### src/rtl/flash_pkg.sv
// rtl/flash_pkg.sv - shared constants and types for the SPI flash arbiter
package flash_pkg;

  localparam logic [7:0] CMD_READ = 8'h03;
  localparam int         ADDR_W   = 24;
  localparam int         WORD_W   = 32;

  typedef enum logic [1:0] {
    IDLE,
    SHIFT,
    GAP
  } state_e;

  typedef logic port_id_t;

  // Flash returns byte 0 first; the word is presented little-endian.
  function automatic logic [WORD_W-1:0] byte_swap(input logic [WORD_W-1:0] w);
    return {w[7:0], w[15:8], w[23:16], w[31:24]};
  endfunction

endpackage

### src/rtl/spi_flash_shifter.sv
// rtl/spi_flash_shifter.sv - 64-bit mode-0 SPI shift engine with SCK divider
module spi_flash_shifter
  import flash_pkg::*;
#(
  parameter int CLK_DIV = 2
) (
  input  logic              clk,
  input  logic              rst_n,
  input  logic              start_i,
  input  logic [WORD_W-1:0] word_i,
  input  logic              miso_i,
  output logic              sck_o,
  output logic              mosi_o,
  output logic              done_o,
  output logic [WORD_W-1:0] rx_word_o
);

  logic              active_q, active_d;
  logic              phase_q, phase_d;     // 0: sck-low phase, 1: sck-high phase
  logic [3:0]        div_cnt_q, div_cnt_d;
  logic [5:0]        bit_cnt_q, bit_cnt_d;
  logic [WORD_W-1:0] tx_q, tx_d;
  logic [WORD_W-1:0] rx_q, rx_d;
  logic              sck_q, sck_d;
  logic              mosi_q, mosi_d;
  logic              div_end;
  logic              sample;

  assign div_end = (div_cnt_q == 4'(CLK_DIV - 1));
  // miso is captured on the first cycle sck is high.
  assign sample  = active_q && phase_q && (div_cnt_q == 4'd0);
  // Includes the bit sampled this cycle so the final bit is visible with done_o.
  assign rx_word_o = sample ? {rx_q[WORD_W-2:0], miso_i} : rx_q;
  assign done_o    = active_q && phase_q && div_end && (bit_cnt_q == 6'd63);
  assign sck_o     = sck_q;
  assign mosi_o    = mosi_q;

  // Next-state: divider, phase toggling, transmit and receive shifting.
  always_comb begin
    active_d  = active_q;
    phase_d   = phase_q;
    div_cnt_d = div_cnt_q;
    bit_cnt_d = bit_cnt_q;
    tx_d      = tx_q;
    rx_d      = rx_word_o;
    sck_d     = sck_q;
    mosi_d    = mosi_q;
    if (start_i) begin
      active_d  = 1'b1;
      phase_d   = 1'b0;
      div_cnt_d = 4'd0;
      bit_cnt_d = 6'd0;
      tx_d      = {word_i[WORD_W-2:0], 1'b0};
      mosi_d    = word_i[WORD_W-1];
      sck_d     = 1'b0;
    end else if (active_q) begin
      if (!div_end) begin
        div_cnt_d = div_cnt_q + 4'd1;
      end else begin
        div_cnt_d = 4'd0;
        if (!phase_q) begin
          phase_d = 1'b1;
          sck_d   = 1'b1;
        end else begin
          phase_d = 1'b0;
          sck_d   = 1'b0;
          if (bit_cnt_q == 6'd63) begin
            active_d = 1'b0;
            mosi_d   = 1'b0;
          end else begin
            // tx_q has been zero-filled by now during the data bits.
            bit_cnt_d = bit_cnt_q + 6'd1;
            mosi_d    = tx_q[WORD_W-1];
            tx_d      = {tx_q[WORD_W-2:0], 1'b0};
          end
        end
      end
    end
  end

  // State registers with synchronous reset.
  always_ff @(posedge clk) begin
    if (!rst_n) begin
      active_q  <= 1'b0;
      phase_q   <= 1'b0;
      div_cnt_q <= 4'd0;
      bit_cnt_q <= 6'd0;
      tx_q      <= '0;
      rx_q      <= '0;
      sck_q     <= 1'b0;
      mosi_q    <= 1'b0;
    end else begin
      active_q  <= active_d;
      phase_q   <= phase_d;
      div_cnt_q <= div_cnt_d;
      bit_cnt_q <= bit_cnt_d;
      tx_q      <= tx_d;
      rx_q      <= rx_d;
      sck_q     <= sck_d;
      mosi_q    <= mosi_d;
    end
  end

endmodule

### src/rtl/spi_flash_arbiter.sv
// rtl/spi_flash_arbiter.sv - two-port SPI flash word-read arbiter
module spi_flash_arbiter
  import flash_pkg::*;
#(
  parameter int CLK_DIV    = 2,
  parameter int CS_HIGH    = 4,
  parameter int STARVE_MAX = 3
) (
  input  logic              clk,
  input  logic              rst_n,
  input  logic              req0,
  input  logic [ADDR_W-1:0] addr0,
  output logic              ack0,
  input  logic              req1,
  input  logic [ADDR_W-1:0] addr1,
  output logic              ack1,
  output logic [WORD_W-1:0] rdata,
  output logic              busy,
  output logic              spi_cs_n,
  output logic              spi_sck,
  output logic              spi_mosi,
  input  logic              spi_miso,
  output logic              spi_wp_n,
  output logic              spi_hold_n
);

  state_e            state_q, state_d;
  port_id_t          port_q, port_d;
  port_id_t          grant;
  logic [7:0]        starve_cnt_q, starve_cnt_d;
  logic [3:0]        gap_cnt_q, gap_cnt_d;
  logic              cs_n_q, cs_n_d;
  logic              busy_q, busy_d;
  logic              ack0_q, ack0_d;
  logic              ack1_q, ack1_d;
  logic [WORD_W-1:0] rdata_q, rdata_d;
  logic              start;
  logic [WORD_W-1:0] tx_word;
  logic              sh_done;
  logic [WORD_W-1:0] sh_rx;

  // Port 1 wins unless port 0 is waiting and has already lost STARVE_MAX times in a row.
  assign grant   = (req1 && (!req0 || (starve_cnt_q < 8'(STARVE_MAX)))) ? 1'b1 : 1'b0;
  assign tx_word = {CMD_READ, (grant ? addr1 : addr0)};

  spi_flash_shifter #(
    .CLK_DIV (CLK_DIV)
  ) u_shifter (
    .clk       (clk),
    .rst_n     (rst_n),
    .start_i   (start),
    .word_i    (tx_word),
    .miso_i    (spi_miso),
    .sck_o     (spi_sck),
    .mosi_o    (spi_mosi),
    .done_o    (sh_done),
    .rx_word_o (sh_rx)
  );

  // Next-state: arbitration in IDLE, wait for shifter, then hold cs_n high for the gap.
  always_comb begin
    state_d      = state_q;
    port_d       = port_q;
    starve_cnt_d = starve_cnt_q;
    gap_cnt_d    = gap_cnt_q;
    cs_n_d       = cs_n_q;
    busy_d       = busy_q;
    ack0_d       = 1'b0;
    ack1_d       = 1'b0;
    rdata_d      = rdata_q;
    start        = 1'b0;
    unique case (state_q)
      IDLE: begin
        if (req0 || req1) begin
          start        = 1'b1;
          port_d       = grant;
          busy_d       = 1'b1;
          cs_n_d       = 1'b0;
          state_d      = SHIFT;
          starve_cnt_d = (grant && req0) ? starve_cnt_q + 8'd1 : 8'd0;
        end
      end
      SHIFT: begin
        if (sh_done) begin
          cs_n_d    = 1'b1;
          rdata_d   = byte_swap(sh_rx);
          ack0_d    = !port_q;
          ack1_d    = port_q;
          gap_cnt_d = 4'd0;
          state_d   = GAP;
        end
      end
      GAP: begin
        gap_cnt_d = gap_cnt_q + 4'd1;
        if (gap_cnt_q == 4'(CS_HIGH - 1)) begin
          busy_d  = 1'b0;
          state_d = IDLE;
        end
      end
      default: state_d = IDLE;
    endcase
  end

  // State and output registers with synchronous reset.
  always_ff @(posedge clk) begin
    if (!rst_n) begin
      state_q      <= IDLE;
      port_q       <= 1'b0;
      starve_cnt_q <= 8'd0;
      gap_cnt_q    <= 4'd0;
      cs_n_q       <= 1'b1;
      busy_q       <= 1'b0;
      ack0_q       <= 1'b0;
      ack1_q       <= 1'b0;
      rdata_q      <= '0;
    end else begin
      state_q      <= state_d;
      port_q       <= port_d;
      starve_cnt_q <= starve_cnt_d;
      gap_cnt_q    <= gap_cnt_d;
      cs_n_q       <= cs_n_d;
      busy_q       <= busy_d;
      ack0_q       <= ack0_d;
      ack1_q       <= ack1_d;
      rdata_q      <= rdata_d;
    end
  end

  assign ack0       = ack0_q;
  assign ack1       = ack1_q;
  assign rdata      = rdata_q;
  assign busy       = busy_q;
  assign spi_cs_n   = cs_n_q;
  assign spi_wp_n   = 1'b1;
  assign spi_hold_n = 1'b1;

endmodule

### config.mk
export PLATFORM = sky130hd
export DESIGN_NAME = spi_flash_arbiter
export DESIGN_NICKNAME = d
export VERILOG_FILES = /design/src/rtl/flash_pkg.sv /design/src/rtl/spi_flash_shifter.sv /design/src/rtl/spi_flash_arbiter.sv
export SDC_FILE = /design/constraint.sdc
export NUM_CORES = 1
export LEC_CHECK = 0
export ABC_AREA = 1
export BUFFER_PORTS_ARGS = -buffer_cell sky130_fd_sc_hd__buf_2
export CAP_MARGIN = 20
export CORE_ASPECT_RATIO = 0.6
export CORE_MARGIN = 4
export CORE_UTILIZATION = 25
export CTS_CLUSTER_DIAMETER = 60
export DETAILED_ROUTE_END_ITERATION = 12
export SYNTH_ARGS = -nofsm -noshare
export SYNTH_HDL_FRONTEND = slang
export SYNTH_SLANG_ARGS = --single-unit
### constraint.sdc
create_clock -name clk -period 2.8 [get_ports clk]
set_input_delay 0.28 -clock clk [delete_from_list [all_inputs] [get_ports clk]]
set_output_delay 0.28 -clock clk [all_outputs]
set_load 0.02 [all_outputs]
After elaboration in Yosys (flattened, before gate mapping)
Cells that the tools add are included.

word-level totals
  flip-flop bits (word level) = 127
  logic and storage cells = 94
  bits of input ports = 53
  output and inout port bits = 40

operators by class
  bitwise logic cells = 2
  mux-type cells = 31
  eq/ne operators = 9
  add/sub/neg operators = 4
  magnitude comparators = 1
  reduce and logical (&&, ||, !) cells = 30

operators with widths
  operator               count
  $mux W27               5
  $mux W32               1
  $mux W24               1
  $reduce_and A3 Y1      5
  $mux W1                14
  $reduce_bool A2 Y1     6
  $add A4 B1 Y4 const B  2
  $add A8 B1 Y8 const B  1
  $lt A8 B2 Y1 const B   1
  $mux W4                2
  $mux W8                1
  $ne A2 B2 Y1 const B   4
  $pmux W4 S2            1
  $reduce_and A2 Y1      4
  $reduce_and A4 Y1      2
  $add A6 B1 Y6 const B  1
  $eq A6 B6 Y1 const B   1
  $logic_and A1 B1 Y1    6
  $mux W2                3
  $pmux W2 S3            1
  $eq A4 B1 Y1 const B   1
  $eq A4 B2 Y1 const B   1
  $logic_not A4 Y1       1
  $pmux W1 S2            2
  7 further kinds        10

Logic depth before layout (Yosys ltp)
  depth in word-level cells = 6
  mapped depth = 9
  depth with buffers taken out = 8

Hierarchy
From an unflattened synthesis, not the netlist that was laid out.

second synthesis, totals
  cells, all modules = 862
  area, all modules = 5970.7 um^2

by module, submodules not included
  module             instances  area each (um^2)  cells each  seq. area each (um^2)
  spi_flash_shifter  1          3731.1            540         1521.5
  spi_flash_arbiter  1          2239.6            322         1021.0

Worst setup path after synthesis
No wires, ideal clock.

  path kind = reg2reg
  start point = register u_shifter.phase_q
  end point = register rdata_q[13] (netlist: rdata[13])
  setup slack = 1.310 ns
  period minus slack after synthesis = 1.490 ns
  arrival time = 1.357 ns
  stages on the path, launching flop included = 8
  buffers on the path = 2
  data required time = 2.668 ns
  setup time = 0.132 ns
  cell sequence = dfxtp_1 -> nand2_2 -> nand3b_1 -> buf_6 -> buf_2 -> o21a_1 -> nand3_1 -> a21oi_1

on the way
  word-level cells in the longest chain between the ends = 4
  elaborated cells between the ends (all ways) = 6
  classes of those cells = mux: 1; reduce/logical: 5

ends and longest elaborated chain
  what                                line                                              source
  start: declaration                  spi_flash_shifter.sv:19                           logic phase_q, phase_d;
  start signal: assignment            spi_flash_shifter.sv:94                           phase_q <= phase_d;
  $logic_and A1 B1 Y1 (*)             spi_flash_shifter.sv:31, spi_flash_shifter.sv:34
  $logic_and A1 B1 Y1 (2 in series)   spi_flash_shifter.sv:34                           assign done_o = active_q && phase_q && div_end && (bit_cnt_q == 6'd63);
  $reduce_and A2 Y1 (no source line)  -
  end signal: assignment              spi_flash_arbiter.sv:125                          rdata_q <= rdata_d;
  end: declaration                    spi_flash_arbiter.sv:36                           logic [WORD_W-1:0] rdata_q, rdata_d;

Every way passes the cells marked *; elsewhere a longest branch is shown, timed or not.
A chain may end at the register's enable or synchronous reset.

Final worst setup path
  start point = register starve_cnt_q[0]
  end point = register u_shifter.tx_q[23]

on the way
  word-level cells in the longest chain between the ends = 6

ends and longest elaborated chain
  what                      line                      source
  start: declaration        spi_flash_arbiter.sv:30   logic [7:0] starve_cnt_q, starve_cnt_d;
  start signal: assignment  spi_flash_arbiter.sv:119  starve_cnt_q <= starve_cnt_d;
  $lt A8 B2 Y1              spi_flash_arbiter.sv:43   assign grant = (req1 && (!req0 || (starve_cnt_q < 8'(STARVE_MAX)))) ? 1'b1 : 1'b0;
  $logic_or A1 B1 Y1        spi_flash_arbiter.sv:43
  $logic_and A1 B1 Y1       spi_flash_arbiter.sv:43
  $mux W1                   spi_flash_arbiter.sv:43
  $mux W24                  spi_flash_arbiter.sv:44   assign tx_word = {CMD_READ, (grant ? addr1 : addr0)};
  $mux W27                  spi_flash_shifter.sv:48   if (start_i) begin
  end signal: assignment    spi_flash_shifter.sv:97   tx_q <= tx_d;
  end: declaration          spi_flash_shifter.sv:22   logic [WORD_W-1:0] tx_q, tx_d;

Every way passes these cells.

==> out/results.ini <==
[floorplan]
num_io_pins = 93
rows = 42
die_w_um = 203.0
core_um2 = 22230
dieArea_um2 = 25370
die_h_um = 125.0
initial_utilization_pct = 25.65

[timing]
rsz0062_at_grt = no
finalHoldViolCount = 0
finalCritPeriodShare_pct = 68.55
fmax_mhz = 521.0
setup-tns-final_ns = 0
fin_skew_ns = 0.01768
setup_viol = 0
tightest_slew_ns = 0.7275
finalCriticalPeriod_ns = 1.920
drv_slew = 0
timing.slew.headroom_pct = 51.33

[clocking]
h-tree-depth = 4
cts_sinks = 127
clk_latency_ns = 0.41
cts_buffers = 17
cts_setup_buffers = 0
cts_hold_buf = 0
clk_path_buf_depth = 2
cts_root_buffer = clkbuf_16
cts_resized = 0
cts_tree = done
clkSlewWorstSetupHoldPaths_ns = 0.07

[synth]
synth_most_common_cell = dfxtp_1
synth_top_area_share_pct = 44.59
yosysUniqueCellTypes = 37
synth_ff_type = dfxtp_1
postSynthAreaPerCell_um2 = 7.263
syn_inst = 785
synthesis.area_um2 = 5702
yosysTopAreaCell = dfxtp_1
synth_top_cells_by_area = dfxtp_1 (45%), inv_1 (8.2%), nand3_1 (8.1%)
yosys-top-cells-count = dfxtp_1 (127), inv_1 (124), nand2_1 (119), nand3_1 (92), a21oi_1 (74)
ys_async_sr_fraction_pct = 0
postSynthRegisterBits = 127
synth_seq_area_share_pct = 44.59
synth-edff-count = 0
yosysWarnings = 0

[setup_path]
critPathMaxStageDelay_ns = 0.37
arrival_ns = 2.25
crit_path_start_kind = flop
critical-path-top-delay-family = simple AND/OR/NAND/NOR gates
endpoint_kind = flop
cp_num_buf_inv = 2
rr_worst_depth = 9
rrSetupSlack_ns = 0.88
crit_required_ns = 3.13
regToRegEndpoint = u_shifter.tx_q[23]
criticalPathCategory = reg2reg
cp_common_cell = nand2_1
reg2reg_from = starve_cnt_q[0]
path_max_fanout = 26
slowest_stage = nand2_2
worstPathCellList = ha_1 -> inv_1 -> nand2_1 -> o21ai_4 -> buf_4 -> nand2_2 -> nand2_1 -> nand3_1 -> a21oi_1

[routing]
drtIter0Drc = 273
ant_nets = 0
drc = 0
routed_wl_um = 13270
via_per_inst = 4.211
drt_first_pass_iters = 5
via_count = 4944
wl_per_cell_um = 11.30

[place]
placed_cell_area_um2 = 6332
place_congestion = 0.7469
port-buffer-count = 90
hpwlAfterDp_um = 8803

[grt]
grt_pass1_vias = 4602
grt_pass1_wl_um = 22650
grt_usage_pct = 10.62
antenna_found_initial = 0
grt_max_degree = 84
overflow = 0

[final_layout]
nets = 909
num_antenna_cells = 0
drive_gt1_share_pct = 18.36
final_area_um2 = 6968
synthToLayoutAreaGrowth_pct = 22.21

[power_and_ir_drop]
p_total_uw = 4571
powerDensity_nw_per_um2 = 656.0
ir_drop_mv = 0.3519
leakagePower_uw = 0.003023

[flow_run]
cap_violations = 0

[worst_hold_path]
min_path_cells = 5
min_to = u_shifter.tx_q[12]
hold_class = in2reg
hp-start = addr0[11]

[status]
status = completed

[where the power goes]
part	switching [µW]	internal, µW	leakage, µW	total [µW]
sequential	27.8	1860	0.00103	1890
clock	921	1450	0.000315	2380
combinational	200	109	0.00168	308
[cells in the final DEF, fill, tap and decap left out, drive strengths merged, types with 3 or more instances in the layout]
master  count
a21oi      74
buf        97
bufinv      3
clkbuf     17
dfxtp     127
ha          3
inv       139
nand2     125
nand3      92
nand4       5
nor2       71
nor3        4
o21a       27
o21ai      66
or2         3
[state kept, by name (all words and copies together) (netlist names), 2 cells and up]
name	count
u_shifter.bit_cnt_q	6
gap_cnt_q	4
u_shifter.div_cnt_q	4
u_shifter.tx_q	31
u_shifter.rx_q	32
starve_cnt_q	8
state_q	2
rdata	32
[worst max path at each step]
stage / endpoint / cells after the start / from / slack (ns)
floorplan: rdata[13] / 7 / u_shifter.phase_q / 1.31
global route: u_shifter.tx_q[20] / 9 / starve_cnt_q[0] / 0.65
finish: u_shifter.tx_q[23] / 9 / starve_cnt_q[0] / 0.88
global placement: u_shifter.tx_q[2] / 6 / req1 / 0.91
CTS: u_shifter.tx_q[23] / 9 / starve_cnt_q[0] / 0.89
detailed placement: u_shifter.tx_q[2] / 6 / req1 / 0.85
[layer usage]
metal / part of all wire (%) / GRT usage, % / wire length (µm)
met5: 0 / 0 / 0
met2: 39 / 14.46 / 5218
met3: 5.3 / 3.287 / 709
met4: 0.69 / 2.752 / 92
met1: 55 / 16.09 / 7248
[area by class of cell]
cell class | count | area, µm²
repair buffers | 97 | 528.0
flip-flops and latches | 127 | 2542
clock buffers | 17 | 425.4
well taps | 308 | 385.4
inverters | 129 | 484.2
multi-input cells | 481 | 2392
clock inverters | 15 | 210.2
fillers | 2387 | 15260
[worst register-to-register path: stages, from the launching register on]
cell and delay, ns:
dfxtp_1 0.32, ha_1 0.19, inv_1 0.05, nand2_1 0.08
o21ai_4 0.14, buf_4 0.29, nand2_2 0.37, nand2_1 0.16
nand3_1 0.11, a21oi_1 0.16
[per-stage QoR]
step	setup WS, ns	instances	hold WS (ns)	util [%]
after detailed placement	0.8488	1142	0.4298	28.49
after CTS	0.8921	1174	0.1897	31.35
final	0.8805	1174	0.2045	31.35
after floorplan	1.310	786	0.4013	-
after global placement	0.9062	1142	0.4262	28.49
after global routing	0.6489	1174	0.2008	31.35
[kinds of logic after synthesis]
kind of cell / Yosys count / share of synthesized area [%]
other: 1 / 0.06577
AND/OR/NAND/NOR: 303 / 23.72
buffers and inverters: 178 / 13.52
adder cells (fa/ha/maj): 3 / 0.6584
XOR/XNOR: 1 / 0.1536
AO/OA/AOI/OAI: 172 / 17.29
flip-flops: 127 / 44.59
Note: power is estimated with default switching activity, not from simulation.
